`config.mk`:
```
export PLATFORM = sky130hd
export DESIGN_NAME = axi_axis2bram
export DESIGN_NICKNAME = d
export VERILOG_FILES = /design/src/rtl/axi_axis2bram.sv
export SDC_FILE = /design/constraint.sdc
export NUM_CORES = 1
export LEC_CHECK = 0
export BUFFER_PORTS_ARGS = -buffer_cell sky130_fd_sc_hd__buf_2
export CAP_MARGIN = 20
export CORE_AREA = 2 2 427 429
export CTS_BUF_LIST = sky130_fd_sc_hd__clkbuf_4
export DETAILED_ROUTE_END_ITERATION = 16
export DIE_AREA = 0 0 429 431
export PLACE_DENSITY = 0.42
export SLEW_MARGIN = 10
export SYNTH_ARGS = -nofsm -noshare
export SYNTH_HDL_FRONTEND = slang
export SYNTH_SLANG_ARGS = --single-unit
export TNS_END_PERCENT = 100
```
`constraint.sdc`:
```
create_clock -name clk -period 6.5 [get_ports clk]
set_input_delay 0 -clock clk [delete_from_list [all_inputs] [get_ports clk]]
set_output_delay 0 -clock clk [all_outputs]
set_load 0.02 [all_outputs]
```
`src/rtl/axi_axis2bram.sv`:
```
// AXI4-Stream to BRAM writer: lands a fixed-length stream at consecutive BRAM addresses from 0.
// Optional tlast checking is enabled by defining AXIS2BRAM_TLAST_CHECK_EN.
//
// state    | meaning
// ---------+------------------------------------------------------------
// ST_IDLE  | waiting for start; done=1, tready=0
// ST_BUSY  | accepting beats while cnt < depth, one registered write per beat
// ST_FLUSH | final registered write is on the BRAM port; return to idle
module axi_axis2bram #(
    parameter int AXI_DATA_WIDTH      = 512,
    parameter int AXI_XFER_SIZE_WIDTH = 32,
    parameter int BRAM_ADDR_WIDTH     = 32,
    parameter int BRAM_DATA_WIDTH     = 512
) (
    input  logic                           clk,
    input  logic                           rst_n,
    input  logic                           i_as2b_start,
    output logic                           o_as2b_done,
    input  logic [AXI_XFER_SIZE_WIDTH-1:0] i_as2b_data_size_bytes,
    output logic                           o_as2b_err,
    input  logic                           s_axis_tvalid,
    output logic                           s_axis_tready,
    input  logic [AXI_DATA_WIDTH-1:0]      s_axis_tdata,
    input  logic                           s_axis_tlast,
    output logic [BRAM_ADDR_WIDTH-1:0]     o_as2b_wraddr,
    output logic [BRAM_DATA_WIDTH-1:0]     o_as2b_wrdata,
    output logic                           o_as2b_wren
);

    localparam int CNT_W  = BRAM_ADDR_WIDTH + 1;
    localparam int BITS_W = AXI_XFER_SIZE_WIDTH + 3;

    typedef enum logic [1:0] {
        ST_IDLE  = 2'd0,
        ST_BUSY  = 2'd1,
        ST_FLUSH = 2'd2
    } state_t;

    state_t                     state_q, state_d;
    logic [CNT_W-1:0]           cnt_q, cnt_d;
    logic [CNT_W-1:0]           depth_q, depth_d;
    logic                       wren_q, wren_d;
    logic [BRAM_ADDR_WIDTH-1:0] wraddr_q, wraddr_d;
    logic [BRAM_DATA_WIDTH-1:0] wrdata_q, wrdata_d;

    logic [BITS_W-1:0]          size_bits;
    logic [CNT_W-1:0]           depth_calc;
    logic [CNT_W-1:0]           depth_m1;
    logic                       start_acc;
    logic                       hs;
    logic                       last_beat;
    logic                       end_xfer;
    logic                       tready;
    logic                       done;

    // Byte count to bits needs three extra bits before the divide so large sizes do not wrap.
    assign size_bits  = {i_as2b_data_size_bytes, 3'b000};
    assign depth_calc = CNT_W'(size_bits / BITS_W'(BRAM_DATA_WIDTH));
    assign depth_m1   = depth_q - CNT_W'(1);

    assign start_acc  = (state_q == ST_IDLE) && i_as2b_start;
    assign hs         = s_axis_tvalid && tready;
    assign last_beat  = (cnt_q == depth_m1);

`ifdef AXIS2BRAM_TLAST_CHECK_EN
    logic err_q, err_d;
    logic tlast_err;

    // An early tlast still lands its beat, then closes the transfer.
    assign tlast_err = hs && (s_axis_tlast != last_beat);
    assign end_xfer  = hs && (last_beat || s_axis_tlast);

    always_comb begin
        err_d = err_q;
        if (start_acc) begin
            err_d = 1'b0;
        end else if (tlast_err) begin
            err_d = 1'b1;
        end
    end

    always_ff @(posedge clk or negedge rst_n) begin
        if (!rst_n) begin
            err_q <= 1'b0;
        end else begin
            err_q <= err_d;
        end
    end

    assign o_as2b_err = err_q;
`else
    logic unused_tlast;

    assign unused_tlast = s_axis_tlast;
    assign end_xfer     = hs && last_beat;
    assign o_as2b_err   = 1'b0;
`endif

    always_ff @(posedge clk or negedge rst_n) begin
        if (!rst_n) begin
            state_q <= ST_IDLE;
        end else begin
            state_q <= state_d;
        end
    end

    always_comb begin
        state_d = state_q;
        unique case (state_q)
            ST_IDLE: begin
                if (i_as2b_start) begin
                    state_d = ST_BUSY;
                end
            end
            ST_BUSY: begin
                if (depth_q == '0) begin
                    state_d = ST_IDLE;
                end else if (end_xfer) begin
                    state_d = ST_FLUSH;
                end
            end
            ST_FLUSH: begin
                state_d = ST_IDLE;
            end
            default: begin
                state_d = ST_IDLE;
            end
        endcase
    end

    // tready depends only on registers so the upstream sees no combinational path from tvalid.
    always_comb begin
        done   = 1'b0;
        tready = 1'b0;
        unique case (state_q)
            ST_IDLE:  done   = 1'b1;
            ST_BUSY:  tready = (cnt_q < depth_q);
            ST_FLUSH: tready = 1'b0;
            default:  done   = 1'b0;
        endcase
    end

    always_comb begin
        cnt_d    = cnt_q;
        depth_d  = depth_q;
        wren_d   = 1'b0;
        wraddr_d = wraddr_q;
        wrdata_d = wrdata_q;
        if (start_acc) begin
            depth_d = depth_calc;
            cnt_d   = '0;
        end
        if (hs) begin
            wren_d   = 1'b1;
            wraddr_d = cnt_q[BRAM_ADDR_WIDTH-1:0];
            wrdata_d = s_axis_tdata;
            cnt_d    = cnt_q + CNT_W'(1);
        end
    end

    always_ff @(posedge clk or negedge rst_n) begin
        if (!rst_n) begin
            cnt_q    <= '0;
            depth_q  <= '0;
            wren_q   <= 1'b0;
            wraddr_q <= '0;
            wrdata_q <= '0;
        end else begin
            cnt_q    <= cnt_d;
            depth_q  <= depth_d;
            wren_q   <= wren_d;
            wraddr_q <= wraddr_d;
            wrdata_q <= wrdata_d;
        end
    end

    assign o_as2b_done   = done;
    assign s_axis_tready = tready;
    assign o_as2b_wren   = wren_q;
    assign o_as2b_wraddr = wraddr_q;
    assign o_as2b_wrdata = wrdata_q;

endmodule

```
==> impl_metrics.ini, run 1 <==
[clock_network]
clock-sinks = 606
cts_buffers = 192
hold_buffers = 1296
cts_resized = 0
clockBufferDepth = 3
htree_num_levels = 4
clockRootBuffer = clkbuf_4
postCtsSetupBuffers = 0

[yosys]
ys.flop_type = dfrtp_1
synth_area_leaders = dfrtp_1, nand2_1, clkbuf_1, o21ai_0, ha_1
async_flop_share_pct = 100
avgSynthCellArea_um2 = 8.76
synth_cell_types = 55
synth_top_area_cell = dfrtp_1
synth_edf_count = 0
yosysWarnings = 0
ys_ff_latch = 606
ys_seq_area_share_pct = 62.0
netlist_instances = 2792
syn-num-nets = 3370
netlist_area_mm2 = 0.0244
synth_top_area_share_pct = 62.0

[die]
start_util_pct = 13.6
rows = 156
pin_count = 1097
die_w_um = 429
die_h_um = 431

[status]
lastStage = 4_1_cts
firstError = [ERROR RSZ-0060] Max buffer count reached.
status = stopped before the end

[placed_design]
dp_slack_ns = 2.25
io_buffer_count = 1088
routabilityCongestion = 0.874
place_hpwl_um = 105000
cells in the mapped netlist (all sizes together) (5+ instances only):
cell type and instances:
a31oi 13, o21ai 82, nor3 11, nor4 10
dfrtp 606, nor2 31, nand4 21, nand3 13
a21oi 12, and4 5, xor2 15, or4 6
inv 32, and2 17, ha 29, clkbuf 142
mux2i 5, nand2 1667, xnor2 17, and3 14
through the flow:
stage / cell area [µm²] / std cells / util (%)
floorplan: 24400 / 2792 / -
global placement: 32700 / 6132 / 18.1
detailed placement: 32700 / 6133 / 18.2
kinds of logic after synthesis:
kind of cell | share of synthesized area (%)
buffers and inverters | 2.76
xor gates and xnor gates | 1.18
muxes | 0.205
DFF | 62.0
adders and majority gates | 1.48
other | 0.0153
AOI/OAI and AO/OA | 3.04
and+or+nand+nor | 29.3
==> run 2, diff against run 1 <==
Settings changed: CORE_AREA 2 2 427 429 to 2 2 424 426, CTS_BUF_LIST sky130_fd_sc_hd__clkbuf_4 to default, DIE_AREA 0 0 429 431 to 0 0 426 428, PLACE_DENSITY 0.42 to default, PLACE_DENSITY_LB_ADDON from default to 0.15.
==> impl_metrics.ini, run 2 <==
[status]
status = finished, final reports clean

[placed_design]
io_buffer_count = 1088
place_hpwl_um = 93600
dpl_cell_area_mm2 = 0.0327
dp.cells = 6114
dp_slack_ns = 2.39
routabilityCongestion = 0.885

[drt]
drcViolationCount = 0
first_pass_iters = 4
final_antenna_net_count = 0
drt_wl_total_um = 129000
wl_per_cell_um = 17.9
via_per_inst = 3.61
drt-initial-drc-count = 1241
vias = 25900

[timing]
hold_violations = 0
final.setup.tns_ns = 0
slew_headroom_pct = 15.9
setup_viol = 0
final-max-slew-violation-count = 0
skew_ns = 0.0182
tightest_slew_ns = 1.26
holdWs_ns = 0.0843
finalCritPeriodShare_pct = 62.4
worst_slack_ns = 2.45
clock.fmax_mhz = 247
final.min_clock_period_ns = 4.05
rsz0062_at_grt = false

[power]
power.leakage_nw = 23.2
p_per_area_mw_per_mm2 = 287
irDropWorstVdd_v = 0.000168

[critical_path]
cpMostUsedCell = nand2_1
critical_path.cell_chain = ha_1 > a21oi_1 > a21boi_0 > or4_1 > o32ai_1 > a31oi_1 > nand2b_1 > inv_8 > buf_12 > nand2_1 > nand2_1
critPathLaunchType = flip-flop
cp-endpoint = o_as2b_wrdata[146]
path_class = reg2reg
endpoint_kind = flip-flop
timing.rr.end = o_as2b_wrdata[146]
crit_fanout = 106
rrSetupSlack_ns = 2.45
cp_slowest_stage_delay_ns = 0.59
critPathSlowestCell = inv_8
reg2reg_from = cnt_q[23]
arrival_ns = 4.67
worstRegToRegCells = 11
critPathLaunch = cnt_q[23]
worstPathRequired_ns = 7.12

[global_routing]
grt_pass1_vias = 27300
grt_max_degree = 181
grtUsageTotal_pct = 13.9
overflow = 0
antenna_found_initial = 23
grt_pass1_wl_um = 188000

[final_layout]
final_common_cell = nand2_1
layout.cells.non_filler = 7185
area_growth_pct = 82.0
most-common-layout-cells = nand2_1, buf_2, dlygate4sd3_1, dfrtp_1, clkbuf_16
largest_reg_flops = 512
drive_above_1_share_pct = 26.1
finish.instance_area_mm2 = 0.0445
fillers = 19800
final_nets = 5327

[clock_network]
clockRootBuffer = clkbuf_16
clockBufferDepth = 3
cts_tree = yes
clk_pin_slew_worst_paths_ns = 0.06
postCtsSetupBuffers = 0
htree_num_levels = 3
clk_latency_ns = 0.69
cts_buffers = 86
clock-sinks = 606

[yosys]
synth_cell_types = 55
synth_top_area_share_pct = 62.0
synth_commonest_cells = nand2_1, dfrtp_1, clkbuf_1
synth_edf_count = 0
syn-num-nets = 3370
yosys.cell_count.top_type = nand2_1
synth_area_leaders = dfrtp_1, nand2_1, clkbuf_1, o21ai_0, ha_1
avgSynthCellArea_um2 = 8.76
netlist_area_mm2 = 0.0244
ys.flop_type = dfrtp_1
netlist_instances = 2792
async_flop_share_pct = 100
yosysWarnings = 0
ys_seq_area_share_pct = 62.0
synth_top_area_cell = dfrtp_1
ys_ff_latch = 606

[die]
die_h_um = 428
die_area_mm2 = 0.182
die_w_um = 426
core_mm2 = 0.178
rows = 155
pin_count = 1097
start_util_pct = 13.8

[flow_run]
max_cap_viol_count = 0

[hold_path]
worstHoldPathType = in2reg
hp-start = s_axis_tdata[24]
run 2: layout make-up:
type / instances / area [µm²] / share of cell area [%]
Sequential cell: 606 / 15200 / 34.1
Tap cell: 2355 / 2950 / 6.62
Inverter: 32 / 128 / 0.287
Antenna cell: 15 / 37.5 / 0.0844
Clock inverter: 23 / 267 / 0.599
Timing Repair Buffer: 2015 / 14900 / 33.4
Multi-Input combinational cell: 2008 / 8630 / 19.4
Clock buffer: 131 / 2470 / 5.55
run 2: worst min-delay path by stage:
stage	endpoint	slack, ns	cells after the start
2_1_floorplan	cnt_q[0]	-0.30	0
3_5_place_dp	depth_q[23]	0.07	1
4_1_cts	o_as2b_wrdata[172]	0.0005	4
5_1_grt	o_as2b_wrdata[164]	0.02	4
3_3_place_gp	depth_q[23]	0.08	1
6_report	o_as2b_wrdata[24]	0.08	4
run 2: cell families (layout without fill, tap and decap cells):
| family | count (synthesis) | count (layout) | synth area share, % |
|---|---|---|---|
| buf+inv | 178 | 2201 | 2.76 |
| flops | 606 | 606 | 62.0 |
| fa+ha+maj | 29 | 29 | 1.48 |
| mux | 5 | 5 | 0.205 |
| compound gates | 130 | 130 | 3.04 |
| xor+xnor | 32 | 32 | 1.18 |
| simple gates | 1811 | 1811 | 29.3 |
| other cells | 1 | 16 | 0.0153 |
run 2: what timing repair did:
item,CTS,global route
endpoints found under the hold margin,719,0
hold buffers,902,0
gates resized for setup,0,0
run 2: metal layers:
layer / global-route usage [%] / vias up / wire, µm
li1: - / 12600 / -
met1: 16.7 / 12400 / 53000
met2: 23.6 / 655 / 63200
met3: 3.70 / 198 / 7320
met4: 5.42 / 4 / 5340
met5: 0 / - / 31
run 2: critical path: cells and delay by family, from the launching register on:
family	cells	cell delay (ns)
AOI/OAI and AO/OA	4	0.63
adders and majority gates	1	0.38
DFF	1	0.52
buffers and inverters	2	1.06
and+or+nand+nor	4	1.19
run 2: stage by stage:
stage / total power [mW] / utilization, %
after CTS: 13.1 / 25.0
after global placement: 7.75 / 18.4
after floorplan: 6.29 / -
after detailed placement: 7.74 / 18.4
after global routing: 13.5 / 25.0
final: 12.8 / 25.0
run 2: where the power goes:
part	internal, mW	switching [mW]	leakage [nW]
Clock	2.74	1.95	1.33
Sequential	4.31	0.388	7.67
Combinational	1.24	2.13	14.2
Note: power is estimated with default switching activity, not from simulation.
